<file path="src/rtl/stream_mux_rr_if.sv">
// Stream mux bus: NUM_CH producer channels in, one consumer channel out.
//
// Handshake: a beat moves on a channel when valid and ready are both high at
// the rising clk edge. Valid must not wait for ready. While valid is high and
// ready is low, the producer holds its payload and last flag stable.
interface stream_mux_rr_if #(
  parameter int NUM_CH = 4,
  parameter int DATA_W = 8,
  parameter int SEL_W  = $clog2(NUM_CH)
);
  logic [NUM_CH*DATA_W-1:0] in_data;
  logic [NUM_CH-1:0]        in_valid;
  logic [NUM_CH-1:0]        in_last;
  logic [NUM_CH-1:0]        in_ready;
  logic [DATA_W-1:0]        out_data;
  logic                     out_valid;
  logic                     out_last;
  logic [SEL_W-1:0]         out_ch;
  logic                     out_ready;

  // Producer/consumer side: drives inputs and downstream ready.
  modport master (
    output in_data, in_valid, in_last, out_ready,
    input  in_ready, out_data, out_valid, out_last, out_ch
  );

  // Mux side.
  modport slave (
    input  in_data, in_valid, in_last, out_ready,
    output in_ready, out_data, out_valid, out_last, out_ch
  );
endinterface

</file>
<file path="src/rtl/stream_mux_rr.sv">
// NUM_CH:1 streaming mux with a registered output stage and packet locking.
// mode=0 takes the channel named by sel; mode=1 arbitrates round-robin.
// Once a packet's first beat is taken, the channel stays locked until in_last.
module stream_mux_rr #(
  parameter  int NUM_CH = 4,
  parameter  int DATA_W = 8,
  localparam int SEL_W  = $clog2(NUM_CH)
) (
  input  logic             clk,
  input  logic             rst_n,
  stream_mux_rr_if.slave   bus,
  input  logic             mode,
  input  logic [SEL_W-1:0] sel,
  output logic             dbg_busy,
  output logic [SEL_W-1:0] dbg_rr_ptr
);

  typedef enum logic {IDLE = 1'b0, BUSY = 1'b1} state_t;

  state_t             state, state_nxt;
  logic [SEL_W-1:0]   gnt, gnt_nxt;
  logic [SEL_W-1:0]   rr_ptr, rr_ptr_nxt;
  logic [SEL_W-1:0]   cand;
  logic               cand_ok;
  logic               ld;
  logic               accept;
  logic               cand_last;
  logic [DATA_W-1:0]  cand_data;
  int                 rr_idx;

  // Output register can take a new beat when empty or being drained.
  assign ld = !bus.out_valid || bus.out_ready;

  // Candidate selection: locked channel while BUSY, otherwise sel or rr scan.
  always_comb begin
    cand    = '0;
    cand_ok = 1'b0;
    rr_idx  = 0;
    if (state == BUSY) begin
      cand    = gnt;
      cand_ok = 1'b1;
    end else if (mode) begin
      for (int k = 0; k < NUM_CH; k++) begin
        rr_idx = int'(rr_ptr) + k;
        if (rr_idx >= NUM_CH) rr_idx = rr_idx - NUM_CH;
        if (!cand_ok && bus.in_valid[rr_idx]) begin
          cand    = SEL_W'(rr_idx);
          cand_ok = 1'b1;
        end
      end
    end else begin
      cand = sel;
      // An out-of-range sel never grants anything.
      if (int'(sel) < NUM_CH) cand_ok = bus.in_valid[sel];
    end
  end

  // Ready goes only to the candidate, and only when the output can load.
  // Gated by rst_n so nothing is accepted while reset is held.
  always_comb begin
    bus.in_ready = '0;
    for (int i = 0; i < NUM_CH; i++) begin
      bus.in_ready[i] = rst_n && cand_ok && ld && (cand == SEL_W'(i));
    end
  end

  assign accept    = |(bus.in_valid & bus.in_ready);
  assign cand_data = bus.in_data[int'(cand)*DATA_W +: DATA_W];
  assign cand_last = bus.in_last[cand];

  // Next-state: lock on a non-last beat, release and advance rr_ptr on last.
  always_comb begin
    state_nxt  = state;
    gnt_nxt    = gnt;
    rr_ptr_nxt = rr_ptr;
    if (accept) begin
      if (cand_last) begin
        state_nxt  = IDLE;
        rr_ptr_nxt = (int'(cand) == NUM_CH - 1) ? '0 : cand + SEL_W'(1);
      end else begin
        state_nxt = BUSY;
        gnt_nxt   = cand;
      end
    end
  end

  // State, lock and round-robin pointer registers.
  always_ff @(posedge clk or negedge rst_n) begin
    if (!rst_n) begin
      state  <= IDLE;
      gnt    <= '0;
      rr_ptr <= '0;
    end else begin
      state  <= state_nxt;
      gnt    <= gnt_nxt;
      rr_ptr <= rr_ptr_nxt;
    end
  end

  // Output stage: load on accept, clear valid when drained, hold otherwise.
  always_ff @(posedge clk or negedge rst_n) begin
    if (!rst_n) begin
      bus.out_valid <= 1'b0;
      bus.out_data  <= '0;
      bus.out_last  <= 1'b0;
      bus.out_ch    <= '0;
    end else if (accept) begin
      bus.out_valid <= 1'b1;
      bus.out_data  <= cand_data;
      bus.out_last  <= cand_last;
      bus.out_ch    <= cand;
    end else if (bus.out_valid && bus.out_ready) begin
      bus.out_valid <= 1'b0;
    end
  end

  assign dbg_busy   = (state == BUSY);
  assign dbg_rr_ptr = rr_ptr;

endmodule

</file>
<file path="src/flat_wrapper.sv">
// flat-port wrapper written by rule: the top's interface ports become plain ports
module stream_mux_rr_flat 
#(
  parameter  int NUM_CH = 4,
  parameter  int DATA_W = 8,
  localparam int SEL_W  = $clog2(NUM_CH)
)
  (clk, rst_n, mode, sel, dbg_busy, dbg_rr_ptr, bus_in_data, bus_in_valid, bus_in_last, bus_out_ready, bus_in_ready, bus_out_data, bus_out_valid, bus_out_last, bus_out_ch);
  stream_mux_rr_if #(.NUM_CH(NUM_CH), .DATA_W(DATA_W)) bus_i ();
  input  logic clk;
  input  logic rst_n;
  input  logic mode;
  input  logic [SEL_W-1:0] sel;
  output logic dbg_busy;
  output logic [SEL_W-1:0] dbg_rr_ptr;
  input wire logic [$bits(bus_i.in_data)-1:0] bus_in_data;
  input wire logic [$bits(bus_i.in_valid)-1:0] bus_in_valid;
  input wire logic [$bits(bus_i.in_last)-1:0] bus_in_last;
  input wire logic [$bits(bus_i.out_ready)-1:0] bus_out_ready;
  output wire logic [$bits(bus_i.in_ready)-1:0] bus_in_ready;
  output wire logic [$bits(bus_i.out_data)-1:0] bus_out_data;
  output wire logic [$bits(bus_i.out_valid)-1:0] bus_out_valid;
  output wire logic [$bits(bus_i.out_last)-1:0] bus_out_last;
  output wire logic [$bits(bus_i.out_ch)-1:0] bus_out_ch;
  assign bus_i.in_data = bus_in_data;
  assign bus_i.in_valid = bus_in_valid;
  assign bus_i.in_last = bus_in_last;
  assign bus_i.out_ready = bus_out_ready;
  assign bus_in_ready = bus_i.in_ready;
  assign bus_out_data = bus_i.out_data;
  assign bus_out_valid = bus_i.out_valid;
  assign bus_out_last = bus_i.out_last;
  assign bus_out_ch = bus_i.out_ch;
  stream_mux_rr #(.NUM_CH(NUM_CH), .DATA_W(DATA_W)) u_core (.clk(clk), .rst_n(rst_n), .bus(bus_i), .mode(mode), .sel(sel), .dbg_busy(dbg_busy), .dbg_rr_ptr(dbg_rr_ptr));
endmodule
</file>
<file path="config.mk">
export PLATFORM = sky130hd
export DESIGN_NAME = stream_mux_rr_flat
export DESIGN_NICKNAME = d
export VERILOG_FILES = /design/src/rtl/stream_mux_rr_if.sv /design/src/rtl/stream_mux_rr.sv /design/src/flat_wrapper.sv
export SDC_FILE = /design/constraint.sdc
export NUM_CORES = 1
export LEC_CHECK = 0
export CAP_MARGIN = 40
export CELL_PAD_IN_SITES_DETAIL_PLACEMENT = 0
export CELL_PAD_IN_SITES_GLOBAL_PLACEMENT = 1
export CORE_MARGIN = 2
export CORE_UTILIZATION = 30
export DETAILED_ROUTE_END_ITERATION = 16
export PLACE_DENSITY_LB_ADDON = 0.3
export SYNTH_ARGS = -nofsm -noshare
export SYNTH_HDL_FRONTEND = slang
export SYNTH_SLANG_ARGS = --single-unit
export TNS_END_PERCENT = 5
</file>
<file path="constraint.sdc">
create_clock -name clk -period 3.8 [get_ports clk]
set_input_delay 0.38 -clock clk [delete_from_list [all_inputs] [get_ports clk]]
set_output_delay 0.38 -clock clk [all_outputs]
set_load 0.05 [all_outputs]
</file>
==> metrics <==
status complete, no violations; detailed placement HPWL 3000 um; DRT Pass-1 Iters 3; Die H 71.1 um; drt drc 0; CTS tree built; R2R Path Start u_core.dbg_rr_ptr[0]; first-pass GRT wire length 6060 um; CP Class in2out; routability cong. 0.952; Setup crit end bus_in_ready[1]; sequential element share of the synthesized area 31.5%; antenna violations before repair 0; layout filler cell count 399; Post-CTS Setup Bufs 0; sequential cell area 425 um2; DRT antenna net count 0; # clock sinks 17; flops & latches, synth 17; Crit. End Element output pin; reg2reg setup slack 1.02 ns; Final Hold Viols 0; die area 5060 um2; hold_sp u_core.bus.out_data[2]; required time of the critical path 3.42 ns; Num CTS Buffers 3; antenna cells 0; Syn Area/Cell 10.6 um2; crit path from bus_in_valid[2]; chip width 71.1 um; switching share of total power 49.5%; Std-Cell Rows 24; Multi-input gate area 858 um2; logic gate share of total power 72.4%; cells after synthesis 127; slowest CP cell clkdlybuf4s50_1; CTS max path bufs 2; commonest non-fill, non-tap cell in the layout clkdlybuf4s50_1; Switch Pwr 0.000886 W; Post-synth ARST share 100%; post-synthesis cell area 1350 um2; post_cts resized 0; Slew headroom 64.7%; clk slew on worst S/H paths 0.06 ns; FF-to-FF End u_core.bus.out_data[3]; worst skew pair latency 0.24 ns; Leak Pwr 0.921 nW; Register-to-Register Path Depth 10; setup TNS 0 ns; worst slew pin tran 0.527 ns; WL/cell 15.3 um; Pins Over Slew Limit 0; setup violators final 0; final wirelength 3760 um; Crit Path Max Fanout 4; fin util 48.1%; cell internal pwr 0.000903 W; FMAX 0.302 GHz; min Tclk post-route 3.31 ns; via count 1240; max cap viols 0; Vias/cell 5.04; fin crit share 87.1%; clock power share 7.1%; Clock Skews 0.00140 ns; number of synthesized flops with an enable pin 0; unrepaired setup endpoints after global routing false; # IOs 65; initial detailed-routing violation count 57; crit path cell chain clkdlybuf4s50_1 > or2_1 > o31a_1 > a211oi_1 > a211oi_1 > and3_1 > clkdlybuf4s50_1; core area 4350 um2; Worst path max stage delay 0.80 ns; Total GRT Usage 15.0%; worst min-delay path class reg2reg; Data arrival, critical path 2.93 ns; Yosys cell types 43; Final nets 242; PortBufs 64; Power Dens Cells 854 nW/um2; Root Buffer clkbuf_8; worst-case vdd ir drop 0.000344 V; Post-Syn Nets 174; fin worst setup slack 0.489 ns; largest net degree at the start of global routing 20; number of hold buffers added after cts 0; vias in the first global route 1368; number of H-tree levels 1; type of origin of the critical path primary input; synth warn 0; GRT overflow 0; ys flop type dfrtp_1; Reg power frac 20.5%; share of cells above drive strength 1 15.5%; area grow syn2layout 55.0%; pre-CTS setup slack 0.492 ns; initial core utilization 31.0%; most frequent cells in the layout 61 x clkdlybuf4s50_1, 24 x mux2i_1, 17 x dfrtp_1, 9 x nand2_1, 8 x buf_4
[critical path: cells and delay by family]
| kind | cells | cell delay [ns] |
|---|---|---|
| AND/OR/NAND/NOR | 2 | 0.44 |
| AO/OA/AOI/OAI | 3 | 0.75 |
| buffers and inverters | 2 | 1.37 |
[cell families (layout without fill, tap and decap cells)]
group / Yosys count / in the layout / share of synthesized area [%]
and+or+nand+nor: 32 / 32 / 16.1
DFF: 17 / 17 / 31.5
muxes: 38 / 38 / 32.2
buffers and inverters: 14 / 81 / 5.00
AOI/OAI and AO/OA: 25 / 25 / 14.3
adders and majority gates: 1 / 1 / 0.926
[layer usage]
metal	wire, um	part of all wire, %	global-route usage [%]	up-vias
li1	-	-	-	596
met1	1560	41	17.1	595
met2	1890	50	26.3	41
met3	233	6.2	3.13	8
met4	71	1.9	7.97	0
met5	0	0	0	-
[cell usage after synthesis (2+ instances only)]
| cell | count | share of area [%] |
|---|---|---|
| mux2i_1 | 24 | 18 |
| dfrtp_1 | 17 | 31 |
| a21oi_1 | 4 | 1.5 |
| a21o_1 | 2 | 1.1 |
| o21ai_0 | 3 | 1.1 |
| nand2b_1 | 4 | 1.9 |
| nand2_1 | 9 | 2.5 |
| buf_2 | 3 | 1.1 |
| o31a_1 | 3 | 1.9 |
| inv_1 | 6 | 1.7 |
| nor2_1 | 3 | 0.83 |
| nor3_1 | 2 | 0.74 |
| inv_2 | 2 | 0.56 |
| mux2_1 | 5 | 4.2 |
| and2_1 | 2 | 0.93 |
| mux2_4 | 7 | 7.8 |
| a31oi_1 | 3 | 1.4 |
| a211oi_1 | 3 | 1.7 |
[layout make-up]
| class | count | share of cell area, % |
|---|---|---|
| inverters | 8 | 1.43 |
| well taps | 52 | 3.11 |
| repair buffers | 69 | 32.0 |
| clock buffers | 4 | 2.15 |
| flip-flops and latches | 17 | 20.3 |
| multi-input cells | 96 | 41.0 |
[state kept, by name, summed over array words and instances (netlist names)]
signal,count
u_core.bus.out_last,1
u_core.bus.out_ch,2
u_core.dbg_rr_ptr,2
u_core.gnt,2
u_core.bus.out_data,8
u_core.dbg_busy,1
u_core.bus.out_valid,1
[power groups by stage]
| stage | sequential, W | combinational [W] | clock [W] |
|---|---|---|---|
| finish | 0.000366 | 0.00130 | 0.000127 |
| global placement | 0.000367 | 0.00128 | 0 |
| global route | 0.000381 | 0.00137 | 0.000140 |
| floorplan | 0.000613 | 0.000678 | 0 |
| detailed placement | 0.000364 | 0.00131 | 0 |
| CTS | 0.000367 | 0.00131 | 0.000132 |
[worst min-delay path by stage]
stage / end / slack [ns] / depth (start not counted)
finish: u_core.bus.out_data[2] / 0.50 / 1
CTS: u_core.bus.out_data[1] / 0.50 / 1
detailed placement: u_core.bus.out_data[1] / 0.49 / 1
floorplan: u_core.bus.out_ch[0] / 0.08 / 0
global placement: u_core.bus.out_data[3] / 0.48 / 1
global route: u_core.bus.out_data[7] / 0.52 / 1
[per-stage QoR]
step | power, W | area, um2 | hold slack [ns] | cells
2_1_floorplan | 0.00129 | 1350 | 0.0844 | 127
3_3_place_gp | 0.00165 | 2050 | 0.483 | 242
3_5_place_dp | 0.00167 | 2050 | 0.488 | 242
4_1_cts | 0.00181 | 2090 | 0.504 | 246
5_1_grt | 0.00189 | 2090 | 0.524 | 246
6_report | 0.00179 | 2090 | 0.501 | 246
(Power assumes the default switching activity.)
